File: src/rtl/sram_port_sequencer_pkg.sv
// Shared definitions for the SRAM port sequencer slice.
// Holds the data array geometry, the sequencer state encoding and the
// request record that the top module assembles from the request bus.
package sram_port_sequencer_pkg;

    // Geometry of the 512 x 256-bit byte-masked data array macro.
    localparam int ADDR_W = 9;
    localparam int DATA_W = 256;
    localparam int MASK_W = DATA_W / 8;

    // INIT zero-fills the array; RUN services requests.
    typedef enum logic {
        INIT,
        RUN
    } seq_state_t;

    // One request as it arrives on the request bus.
    typedef struct packed {
        logic              write;
        logic [ADDR_W-1:0] addr;
        logic [MASK_W-1:0] wmask;
        logic [DATA_W-1:0] wdata;
    } sram_req_t;

endpackage

File: src/rtl/sram_port_sequencer_if.sv
// Request/response bus between the cache data-path controller and the
// SRAM port sequencer.
//   master : the controller (drives requests, consumes responses)
//   slave  : the sequencer (accepts requests, produces responses)
// Signals:
//   req_valid/req_ready   request handshake
//   req_write             1 = write, 0 = read
//   req_addr/wmask/wdata  row address, byte-lane enables, write data
//   resp_valid/resp_ready response handshake
//   resp_rdata            read data, returned in request order
interface sram_port_sequencer_if;
    import sram_port_sequencer_pkg::*;

    logic              req_valid;
    logic              req_ready;
    logic              req_write;
    logic [ADDR_W-1:0] req_addr;
    logic [MASK_W-1:0] req_wmask;
    logic [DATA_W-1:0] req_wdata;
    logic              resp_valid;
    logic              resp_ready;
    logic [DATA_W-1:0] resp_rdata;

    modport master (
        output req_valid, req_write, req_addr, req_wmask, req_wdata, resp_ready,
        input  req_ready, resp_valid, resp_rdata
    );

    modport slave (
        input  req_valid, req_write, req_addr, req_wmask, req_wdata, resp_ready,
        output req_ready, resp_valid, resp_rdata
    );

endinterface

File: src/rtl/sram_port_sequencer_resp_fifo.sv
// Response buffer for read data coming back from the data array.
// Small FIFO with a pointer per side and an occupancy count.
// Ports:
//   clock, reset_n   clock and asynchronous active-low reset
//   push, push_data  write side (caller never pushes while full)
//   pop, pop_data    read side; pop_data is zero while empty
//   count            current occupancy
//   full, empty      occupancy flags
module sram_resp_fifo #(
    parameter int DATA_W     = 256,
    parameter int RESP_DEPTH = 2,
    localparam int CNT_W     = $clog2(RESP_DEPTH + 1)
) (
    input  logic              clock,
    input  logic              reset_n,
    input  logic              push,
    input  logic [DATA_W-1:0] push_data,
    input  logic              pop,
    output logic [DATA_W-1:0] pop_data,
    output logic [CNT_W-1:0]  count,
    output logic              full,
    output logic              empty
);

    localparam int PTR_W = (RESP_DEPTH > 1) ? $clog2(RESP_DEPTH) : 1;

    logic [DATA_W-1:0] mem [RESP_DEPTH];
    logic [PTR_W-1:0]  wr_ptr;
    logic [PTR_W-1:0]  rd_ptr;
    logic              do_pop;

    function automatic logic [PTR_W-1:0] next_ptr(input logic [PTR_W-1:0] p);
        return (p == PTR_W'(RESP_DEPTH - 1)) ? '0 : p + 1'b1;
    endfunction

    assign empty    = (count == '0);
    assign full     = (count == CNT_W'(RESP_DEPTH));
    assign do_pop   = pop & ~empty;
    // Gating with empty gives a clean zero after reset without clearing storage.
    assign pop_data = empty ? '0 : mem[rd_ptr];

    // Storage needs no reset; only the pointers and count define validity.
    always_ff @(posedge clock) begin
        if (push) begin
            mem[wr_ptr] <= push_data;
        end
    end

    // Pointer and occupancy bookkeeping.
    always_ff @(posedge clock or negedge reset_n) begin
        if (!reset_n) begin
            wr_ptr <= '0;
            rd_ptr <= '0;
            count  <= '0;
        end else begin
            if (push) begin
                wr_ptr <= next_ptr(wr_ptr);
            end
            if (do_pop) begin
                rd_ptr <= next_ptr(rd_ptr);
            end
            case ({push, do_pop})
                2'b10:   count <= count + 1'b1;
                2'b01:   count <= count - 1'b1;
                default: count <= count;
            endcase
        end
    end

endmodule

File: src/rtl/sram_port_sequencer.sv
// Request sequencer in front of the 512 x 256-bit byte-masked single-port
// data array. After reset it zero-fills every row, then turns the request
// stream into RW0 cycles and buffers the one-cycle-late read data.
// Ports:
//   clock, reset_n     clock (also the macro RW0_clk) and async active-low reset
//   bus                request/response bus (slave side)
//   sram_en/wmode      macro RW0_en / RW0_wmode
//   sram_addr/wmask    macro RW0_addr / RW0_wmask
//   sram_wdata         macro RW0_wdata
//   sram_rdata         macro RW0_rdata, valid the cycle after a read
//   init_done          high once the zero-fill has finished
module sram_port_sequencer
    import sram_port_sequencer_pkg::*;
#(
    parameter int RESP_DEPTH = 2,
    parameter bit INIT_EN    = 1'b1
) (
    input  logic              clock,
    input  logic              reset_n,
    sram_port_sequencer_if.slave bus,
    output logic              sram_en,
    output logic              sram_wmode,
    output logic [ADDR_W-1:0] sram_addr,
    output logic [MASK_W-1:0] sram_wmask,
    output logic [DATA_W-1:0] sram_wdata,
    input  logic [DATA_W-1:0] sram_rdata,
    output logic              init_done
);

    localparam int CNT_W = $clog2(RESP_DEPTH + 1);

    seq_state_t       state;
    seq_state_t       state_next;
    logic [ADDR_W:0]  init_ctr;
    logic [ADDR_W:0]  init_ctr_inc;
    logic             inflight;
    logic             inflight_next;
    sram_req_t        req;
    logic             req_ready;
    logic             accept;
    logic             read_ok;
    logic             pop;
    logic             resp_valid;
    logic [CNT_W-1:0] count;
    logic             full;
    logic             empty;

    assign req = '{write: bus.req_write, addr: bus.req_addr,
                   wmask: bus.req_wmask, wdata: bus.req_wdata};

    assign init_ctr_inc   = init_ctr + 1'b1;
    assign resp_valid     = ~empty;
    assign pop            = resp_valid & bus.resp_ready;
    assign bus.resp_valid = resp_valid;
    assign bus.req_ready  = req_ready;
    assign init_done      = (state == RUN);

    // Read credit: buffered entries plus the read whose data arrives this
    // edge, less the entry leaving this edge, must leave a free slot.
    always_comb begin
        read_ok = 1'b0;
        if (inflight) begin
            read_ok = (({1'b0, count} + (CNT_W+1)'(1) - (CNT_W+1)'(pop))
                       < (CNT_W+1)'(RESP_DEPTH));
        end else begin
            read_ok = ~full | pop;
        end
    end

    // Next state and macro drive.
    always_comb begin
        state_next    = state;
        req_ready     = 1'b0;
        accept        = 1'b0;
        inflight_next = 1'b0;
        sram_en       = 1'b0;
        sram_wmode    = 1'b0;
        sram_addr     = req.addr;
        sram_wmask    = '0;
        sram_wdata    = req.wdata;
        case (state)
            INIT: begin
                sram_en    = 1'b1;
                sram_wmode = 1'b1;
                sram_addr  = init_ctr[ADDR_W-1:0];
                sram_wmask = '1;
                sram_wdata = '0;
                // Carry into the top bit means this cycle writes the last row.
                if (init_ctr_inc[ADDR_W]) begin
                    state_next = RUN;
                end
            end
            RUN: begin
                req_ready     = req.write | read_ok;
                accept        = bus.req_valid & req_ready;
                sram_en       = accept;
                sram_wmode    = accept & req.write;
                sram_wmask    = accept ? req.wmask : '0;
                inflight_next = accept & ~req.write;
            end
            default: begin
                state_next = INIT;
            end
        endcase
    end

    // State register, zero-fill counter and read-in-flight flag.
    always_ff @(posedge clock or negedge reset_n) begin
        if (!reset_n) begin
            state    <= INIT_EN ? INIT : RUN;
            init_ctr <= '0;
            inflight <= 1'b0;
        end else begin
            state    <= state_next;
            inflight <= inflight_next;
            if (state == INIT) begin
                init_ctr <= init_ctr_inc;
            end
        end
    end

    // Macro read data is captured the cycle after the read was issued.
    sram_resp_fifo #(
        .DATA_W    (DATA_W),
        .RESP_DEPTH(RESP_DEPTH)
    ) u_resp_fifo (
        .clock    (clock),
        .reset_n  (reset_n),
        .push     (inflight),
        .push_data(sram_rdata),
        .pop      (pop),
        .pop_data (bus.resp_rdata),
        .count    (count),
        .full     (full),
        .empty    (empty)
    );

endmodule
File: src/flat_wrapper.sv
// flat-port wrapper written by rule: the top's interface ports become plain ports
module sram_port_sequencer_flat import sram_port_sequencer_pkg::*;
#(
    parameter int RESP_DEPTH = 2,
    parameter bit INIT_EN    = 1'b1
)
  (clock, reset_n, sram_en, sram_wmode, sram_addr, sram_wmask, sram_wdata, sram_rdata, init_done, bus_req_valid, bus_req_write, bus_req_addr, bus_req_wmask, bus_req_wdata, bus_resp_ready, bus_req_ready, bus_resp_valid, bus_resp_rdata);
  sram_port_sequencer_if bus_i ();
  input  logic clock;
  input  logic reset_n;
  output logic sram_en;
  output logic sram_wmode;
  output logic [ADDR_W-1:0] sram_addr;
  output logic [MASK_W-1:0] sram_wmask;
  output logic [DATA_W-1:0] sram_wdata;
  input  logic [DATA_W-1:0] sram_rdata;
  output logic init_done;
  input wire logic [$bits(bus_i.req_valid)-1:0] bus_req_valid;
  input wire logic [$bits(bus_i.req_write)-1:0] bus_req_write;
  input wire logic [$bits(bus_i.req_addr)-1:0] bus_req_addr;
  input wire logic [$bits(bus_i.req_wmask)-1:0] bus_req_wmask;
  input wire logic [$bits(bus_i.req_wdata)-1:0] bus_req_wdata;
  input wire logic [$bits(bus_i.resp_ready)-1:0] bus_resp_ready;
  output wire logic [$bits(bus_i.req_ready)-1:0] bus_req_ready;
  output wire logic [$bits(bus_i.resp_valid)-1:0] bus_resp_valid;
  output wire logic [$bits(bus_i.resp_rdata)-1:0] bus_resp_rdata;
  assign bus_i.req_valid = bus_req_valid;
  assign bus_i.req_write = bus_req_write;
  assign bus_i.req_addr = bus_req_addr;
  assign bus_i.req_wmask = bus_req_wmask;
  assign bus_i.req_wdata = bus_req_wdata;
  assign bus_i.resp_ready = bus_resp_ready;
  assign bus_req_ready = bus_i.req_ready;
  assign bus_resp_valid = bus_i.resp_valid;
  assign bus_resp_rdata = bus_i.resp_rdata;
  sram_port_sequencer #(.RESP_DEPTH(RESP_DEPTH), .INIT_EN(INIT_EN)) u_core (.clock(clock), .reset_n(reset_n), .bus(bus_i), .sram_en(sram_en), .sram_wmode(sram_wmode), .sram_addr(sram_addr), .sram_wmask(sram_wmask), .sram_wdata(sram_wdata), .sram_rdata(sram_rdata), .init_done(init_done));
endmodule
File: config.mk
export PLATFORM = sky130hd
export DESIGN_NAME = sram_port_sequencer_flat
export DESIGN_NICKNAME = d
export VERILOG_FILES = /design/src/rtl/sram_port_sequencer_pkg.sv /design/src/rtl/sram_port_sequencer_if.sv /design/src/rtl/sram_port_sequencer_resp_fifo.sv /design/src/rtl/sram_port_sequencer.sv /design/src/flat_wrapper.sv
export SDC_FILE = /design/constraint.sdc
export NUM_CORES = 1
export LEC_CHECK = 0
export CORE_AREA = 2 2 430 432
export CTS_BUF_LIST = sky130_fd_sc_hd__clkbuf_2
export CTS_CLUSTER_DIAMETER = 60
export DETAILED_ROUTE_END_ITERATION = 6
export DIE_AREA = 0 0 432 434
export PLACE_DENSITY = 0.31
export SYNTH_ARGS = -nofsm -noshare
export SYNTH_HDL_FRONTEND = slang
export SYNTH_SLANG_ARGS = --single-unit
File: constraint.sdc
create_clock -name clock -period 15.3 [get_ports clock]
set_input_delay 2.295 -clock clock [delete_from_list [all_inputs] [get_ports clock]]
set_output_delay 2.295 -clock clock [all_outputs]
set_load 0.1 [all_outputs]
==> flow_summary.json, run 1 <==
{
  "yosysTopAreaCell": "edfxtp_1",
  "netlist.area_leader.share_pct": 69.57,
  "critPathMaxFanout": 86,
  "cts_resized": 0,
  "grt_busiest_layer": "met2",
  "setup_viol": 0,
  "timing.setup.tns_ns": 0,
  "grt_overflow": 0,
  "max_slew_margin_pct": 19.86,
  "antenna_found_initial": 53,
  "p_sw_mw": 3.784,
  "cp.required_ns": 13.01,
  "ios": 1116,
  "worst_slew_pin_slew_ns": 1.198,
  "rows": 157,
  "final_cell_mix": "clkdlybuf4s50_1, edfxtp_1, and2_1, nor2_1, mux2i_1",
  "cts_root_buffer": "clkbuf_2",
  "dp_hpwl_mm": 100.7,
  "cts_tree": "built",
  "clk-insertion-delay-late_ns": 1.49,
  "syn_nets": 2080,
  "grt_usage_pct": 13.11,
  "firstDrtPassIters": 4,
  "grt_max_degree": 121,
  "final_area_um2": 37310,
  "switching_share_pct": 56.53,
  "vias": 17260,
  "cts_sinks": 528,
  "area.growth.synth_to_final_pct": 68.80,
  "met1_usage_pct": 11.75,
  "p_leak_nw": 13.55,
  "antenna_left": 0,
  "period_share_pct": 52.63,
  "ys_types": 31,
  "drt_first_iter_violations": 673,
  "gp_congestion": 0.8601,
  "ys_ff_latch": 528,
  "grt_setup_unrepaired": "no",
  "core_um2": 182500,
  "die_h_um": 434,
  "htree_num_levels": 4,
  "p_int_mw": 2.909,
  "drv_cap": 0,
  "worstSetupStartpointType": "register",
  "drcViolationCount": 0,
  "grt_pass1_wl_mm": 164.6,
  "cts_hold_buffers": 0,
  "initial_core_util_pct": 12.11,
  "cts_buffer_depth": 3,
  "synth_cells": 1520,
  "synth.area.top_cells": "edfxtp_1, mux2i_1, and2_1",
  "outcome": "finished clean",
  "cts_setup_buffers": 0,
  "finalMaxSlewViolations": 0,
  "grt_pass1_vias": 17820,
  "peakVddDrop_uv": 136.1,
  "pwr-share-seq_pct": 24.3,
  "final.min_clock_period_ns": 8.052,
  "portBuffers": 1115,
  "p_comb_share_pct": 59.4,
  "grt_util_met2_pct": 27.28,
  "dpl-instance-area_um2": 35870,
  "wl_mm": 129.1,
  "arrival_ns": 5.76,
  "yosys_warnings": 0,
  "power_density_nw_per_um2": 179.4,
  "numCtsBuffers": 157,
  "wire_per_inst_um": 24.66,
  "final_common_cell": "clkdlybuf4s50_1",
  "clock.fmax_mhz": 124.2,
  "die-area_um2": 187500,
  "nets": 3279,
  "finalHoldViolCount": 0,
  "endpoint_kind": "output pin",
  "drive_gt1_share_pct": 12.21,
  "path_clk_slew_ns": 0.09,
  "avgSynthCellArea_um2": 14.54,
  "grt.met3_usage_pct": 3.499,
  "p_clk_share_pct": 16.3,
  "worstSetupPathType": "reg2out",
  "seq_area_frac_synth_pct": 71.38,
  "die_w_um": 432,
  "clock_skew_ns": 0.09992,
  "hold_path.class": "reg2reg",
  "via_per_inst": 3.297,
  "syn_area_um2": 22100
}
power by group through the flow:
stage | Sequential (mW) | Combinational, mW | Clock (mW)
floorplan | 1.62 | 2.92 | 0
finish | 1.63 | 3.97 | 1.09
CTS | 1.63 | 4.06 | 1.18
global placement | 1.66 | 4.06 | 0
detailed placement | 1.66 | 4.05 | 0
global route | 1.63 | 4.09 | 1.24
routing by layer:
layer  up-vias  share of wire, %
met5         -             0.049
met4        10               3.6
met3       245               5.8
met2       718                59
met1      8409                32
li1       7875                 -
critical path, cell delays in order (launching register included):
cell	delay, ns
dfrtp_4	1.00
buf_12	0.47
buf_4	0.83
mux2i_1	0.18
nor2_1	0.18
clkdlybuf4s50_1	1.24
cells in the mapped netlist:
cell type	count
nand4bb_1	1
clkbuf_1	34
nand3b_1	1
o21ba_2	1
inv_1	37
buf_2	58
nor2_1	260
nand3_1	2
o311ai_4	1
xor2_1	5
or3_1	1
nand2_1	7
nand4_1	4
nor4_1	1
a21boi_0	1
mux2i_1	256
and2_1	259
buf_1	1
mux2_2	9
dfrtp_1	16
and3_1	1
xnor2_1	9
edfxtp_1	512
o31a_1	1
nor2b_1	2
ha_1	2
nor3_1	3
nand2b_1	1
o21ai_1	29
o21ai_0	4
buf_4	1
metrics by stage:
stage | hold WS, ns | power [mW] | utilization [%] | instances | worst slack, ns
floorplan | 0.4535 | 4.547 | - | 1520 | 3.350
global placement | 0.4879 | 5.723 | 19.66 | 4945 | 8.165
detailed placement | 0.4871 | 5.710 | 19.66 | 4945 | 8.130
CTS | 0.5043 | 6.867 | 20.43 | 5228 | 6.746
global route | 0.5347 | 6.963 | 20.44 | 5234 | 6.725
finish | 0.5019 | 6.693 | 20.44 | 5234 | 7.248
kinds of logic after synthesis:
kind of cell | Yosys count | share of synthesized area (%)
buf+inv | 131 | 2.570
xor+xnor | 14 | 0.5548
simple gates | 543 | 12.35
flops | 528 | 71.38
fa+ha+maj | 2 | 0.1132
compound gates | 37 | 0.9851
mux | 265 | 12.05
sequential cells by signal, summed over array words and instances, names as in the netlist:
signal,cells
u_core.init_done,1
u_core.u_resp_fifo.rd_ptr,1
u_core.u_resp_fifo.count,2
u_core.u_resp_fifo.mem,512
u_core.init_ctr,10
u_core.inflight,1
u_core.u_resp_fifo.wr_ptr,1
layout make-up:
type,count,area (µm²)
fill,19890,145200
multi-input combinational,861,5776
clock inverter,52,265.3
inverter,37,138.9
sequential,528,15780
timing repair buffer,1134,11190
antenna,6,15.01
tap,2385,2984
clock buffer,231,1156
final timing paths:
check,start,to,slack (ns),cells after the start
max,u_core.u_resp_fifo.rd_ptr,bus_resp_rdata[164],7.25,5
min,u_core.init_ctr[9],u_core.init_ctr[9],0.50,1
max in group asynchronous,reset_n,u_core.u_resp_fifo.rd_ptr,13.17,1
min reg2reg,u_core.init_ctr[9],u_core.init_ctr[9],0.50,1
max reg2reg,u_core.inflight,u_core.u_resp_fifo.mem[1][222],11.82,3
min in group asynchronous,reset_n,u_core.init_ctr[4],1.34,1
No activity file was read; power rests on OpenSTA's default activity.
==> run 2: changes to the inputs <==
--- a/config.mk
+++ b/config.mk
@@ -5,11 +5,11 @@
 export SDC_FILE = /design/constraint.sdc
 export NUM_CORES = 1
 export LEC_CHECK = 0
-export CORE_AREA = 2 2 430 432
+export CORE_AREA = 2 2 439 441
 export CTS_BUF_LIST = sky130_fd_sc_hd__clkbuf_2
 export CTS_CLUSTER_DIAMETER = 60
 export DETAILED_ROUTE_END_ITERATION = 6
-export DIE_AREA = 0 0 432 434
+export DIE_AREA = 0 0 441 443
 export PLACE_DENSITY = 0.31
 export SYNTH_ARGS = -nofsm -noshare
 export SYNTH_HDL_FRONTEND = slang
==> constraint.sdc (replaced) <==
create_clock -name clock -period 6.99 [get_ports clock]
set_input_delay 1.0485 -clock clock [delete_from_list [all_inputs] [get_ports clock]]
set_output_delay 1.0485 -clock clock [all_outputs]
set_load 0.1 [all_outputs]
==> run 2 against run 1 <==
  * Design area rose by 7.3%
  * Final cell count up 6.9%
  * Utilization up 0.50 points
  * Wire length is 3.2% higher
  * Combinational power grew 120%
  * Clock-buffer cell count is 17 lower
  * Sequential cell count unchanged
  * Sequential share of layout area is 2.9 points lower
  * Die area is 4.2% higher
  * Via count grew 5.3%
  * Largest cell class unchanged
==> flow_summary.json, run 2 (synthesis results as in run 1) <==
{
  "p_comb_share_pct": 60.6,
  "die_h_um": 443,
  "antenna_left": 0,
  "via_per_inst": 3.248,
  "grt_usage_pct": 13.16,
  "firstDrtPassIters": 4,
  "antenna_found_initial": 53,
  "initial_core_util_pct": 11.56,
  "finalMaxSlewViolations": 0,
  "drt_first_iter_violations": 647,
  "worstSetupStartpointType": "register",
  "critPathLaunch": "u_core.init_done",
  "core_um2": 191200,
  "period_share_pct": 80.18,
  "final_cell_mix": "clkdlybuf4s50_1, edfxtp_1, dlygate4sd3_1, and2_1, nor2_1",
  "cp.required_ns": 5.94,
  "timing.setup.tns_ns": 0,
  "cts_root_buffer": "clkbuf_2",
  "max_slew_margin_pct": 11.36,
  "cp_slowest_stage_delay_ns": 1.32,
  "htree_num_levels": 4,
  "gp_congestion": 0.8389,
  "die_w_um": 441,
  "nets": 3540,
  "ios": 1116,
  "hold_path.class": "reg2reg",
  "grt_max_degree": 141,
  "drive_gt1_share_pct": 9.980,
  "clock_skew_ns": 0.1187,
  "endpoint_kind": "output pin",
  "cts_tree": "built",
  "worstPathCellList": "buf_4, and2_1, clkdlybuf4s50_1",
  "p_int_mw": 6.428,
  "hold_end": "u_core.init_ctr[9]",
  "largest_reg_flops": 512,
  "min_path_cells": 1,
  "vias": 18170,
  "path_clk_slew_ns": 0.11,
  "clock.fmax_mhz": 178.4,
  "grt_pass1_wl_mm": 172.9,
  "cts_sinks": 528,
  "grt_overflow": 0,
  "final_common_cell": "clkdlybuf4s50_1",
  "cts_buffer_depth": 3,
  "worstSetupPathType": "reg2out",
  "hold_start": "u_core.init_ctr[9]",
  "finalHoldViolCount": 0,
  "setup_viol": 0,
  "final.min_clock_period_ns": 5.605,
  "crit_slowest_cell": "clkdlybuf4s50_1",
  "peakVddDrop_uv": 276.8,
  "ff2ff_path_depth": 3,
  "final_util_pct": 20.94,
  "reg2reg_to": "u_core.u_resp_fifo.mem[0][128]",
  "switching_share_pct": 56.23,
  "worst_slew_pin_slew_ns": 1.325,
  "pwr-share-seq_pct": 23.9,
  "dp_hpwl_mm": 103.6,
  "portBuffers": 1115,
  "critPathMaxFanout": 88,
  "wl_mm": 133.2,
  "rrSetupSlack_ns": 4.38,
  "arrival_ns": 4.56,
  "p_leak_nw": 14.48,
  "wire_per_inst_um": 23.81,
  "area.growth.synth_to_final_pct": 81.13,
  "grt_pass1_vias": 18810,
  "outcome": "finished clean",
  "die-area_um2": 195400,
  "p_clk_share_pct": 15.5,
  "clk-insertion-delay-late_ns": 1.42,
  "drcViolationCount": 0,
  "top_register": "u_core.u_resp_fifo.mem",
  "numCtsBuffers": 160,
  "reg2reg_from": "u_core.inflight",
  "top_regs": "u_core.u_resp_fifo.mem: 512 flops, u_core.init_ctr: 10 flops, u_core.u_resp_fifo.count: 2 flops",
  "grt_setup_unrepaired": "no",
  "cts_setup_buffers": 0,
  "drv_cap": 0,
  "power_density_nw_per_um2": 366.8,
  "p_sw_mw": 8.257,
  "rows": 161
}
==> run 2: cell count changes in the layout (fill, tap and decap cells not counted), sizes merged <==
| cell | change |
|---|---|
| clkbuf | -17 |
| buf | -19 |
| inv | -1 |
| clkinvlp | +2 |
| clkinv | -30 |
| clkdlybuf4s50 | +18 |
| bufinv | +1 |
| diode | +7 |
| dlygate4sd3 | +259 |
==> run 2: worst max path at each step <==
stage	endpoint	slack (ns)
after CTS	sram_wdata[239]	0.91
after global routing	sram_wdata[239]	0.89
after detailed placement	sram_wmask[24]	2.21
final	sram_wdata[239]	1.39
after global placement	sram_wmask[0]	2.26
after floorplan	u_core.u_resp_fifo.mem[1][0]	0.08
==> run 2: layout make-up <==
cell class,count,area (µm²)
Fill cell,20730,151100
Sequential cell,528,15780
Timing Repair Buffer,1392,13890
Multi-Input combinational cell,861,5776
Tap cell,2526,3161
Clock buffer,214,1071
Clock inverter,24,176.4
Inverter,37,138.9
Antenna cell,13,32.53
==> run 2: critical path: cells and delay by family (launching register included) <==
kind | cells | cell delay, ns
simple gates | 1 | 0.23
buf+inv | 2 | 1.98
flops | 1 | 0.94
==> run 2: per-stage QoR <==
stage / std cells / instance area, µm² / power, mW / setup slack (ns) / hold WS (ns)
after floorplan: 1520 / 22110 / 9.952 / 0.07534 / 0.4630
after global placement: 5085 / 36160 / 12.54 / 2.264 / 0.4946
after detailed placement: 5085 / 36160 / 12.52 / 2.212 / 0.4979
after CTS: 5582 / 40000 / 15.07 / 0.9101 / 0.1338
after global routing: 5592 / 40020 / 15.29 / 0.8860 / 0.2552
final: 5595 / 40030 / 14.68 / 1.385 / 0.5054
==> run 2: what timing repair did <==
item	in CTS	in global routing
endpoints found under the hold margin	529	0
hold buffers	259	0
resized for setup	0	0
==> run 2: power by group through the flow <==
stage          Sequential, mW  Clock [mW]  Combinational [mW]
4_1_cts                  3.52        2.46                9.09
3_3_place_gp             3.59           0                8.95
2_1_floorplan            3.55           0                6.40
3_5_place_dp             3.59           0                8.92
5_1_grt                  3.52        2.61                9.16
6_report                 3.51        2.27                8.90
==> run 2: per-layer routing <==
layer | vias to the layer above | global-route usage, % | wire length, µm
met5 | - | 0 | 60
met4 | 8 | 5.921 | 5614
met3 | 234 | 3.126 | 7458
met2 | 722 | 27.56 | 79750
met1 | 8838 | 11.30 | 40330
li1 | 8370 | - | -
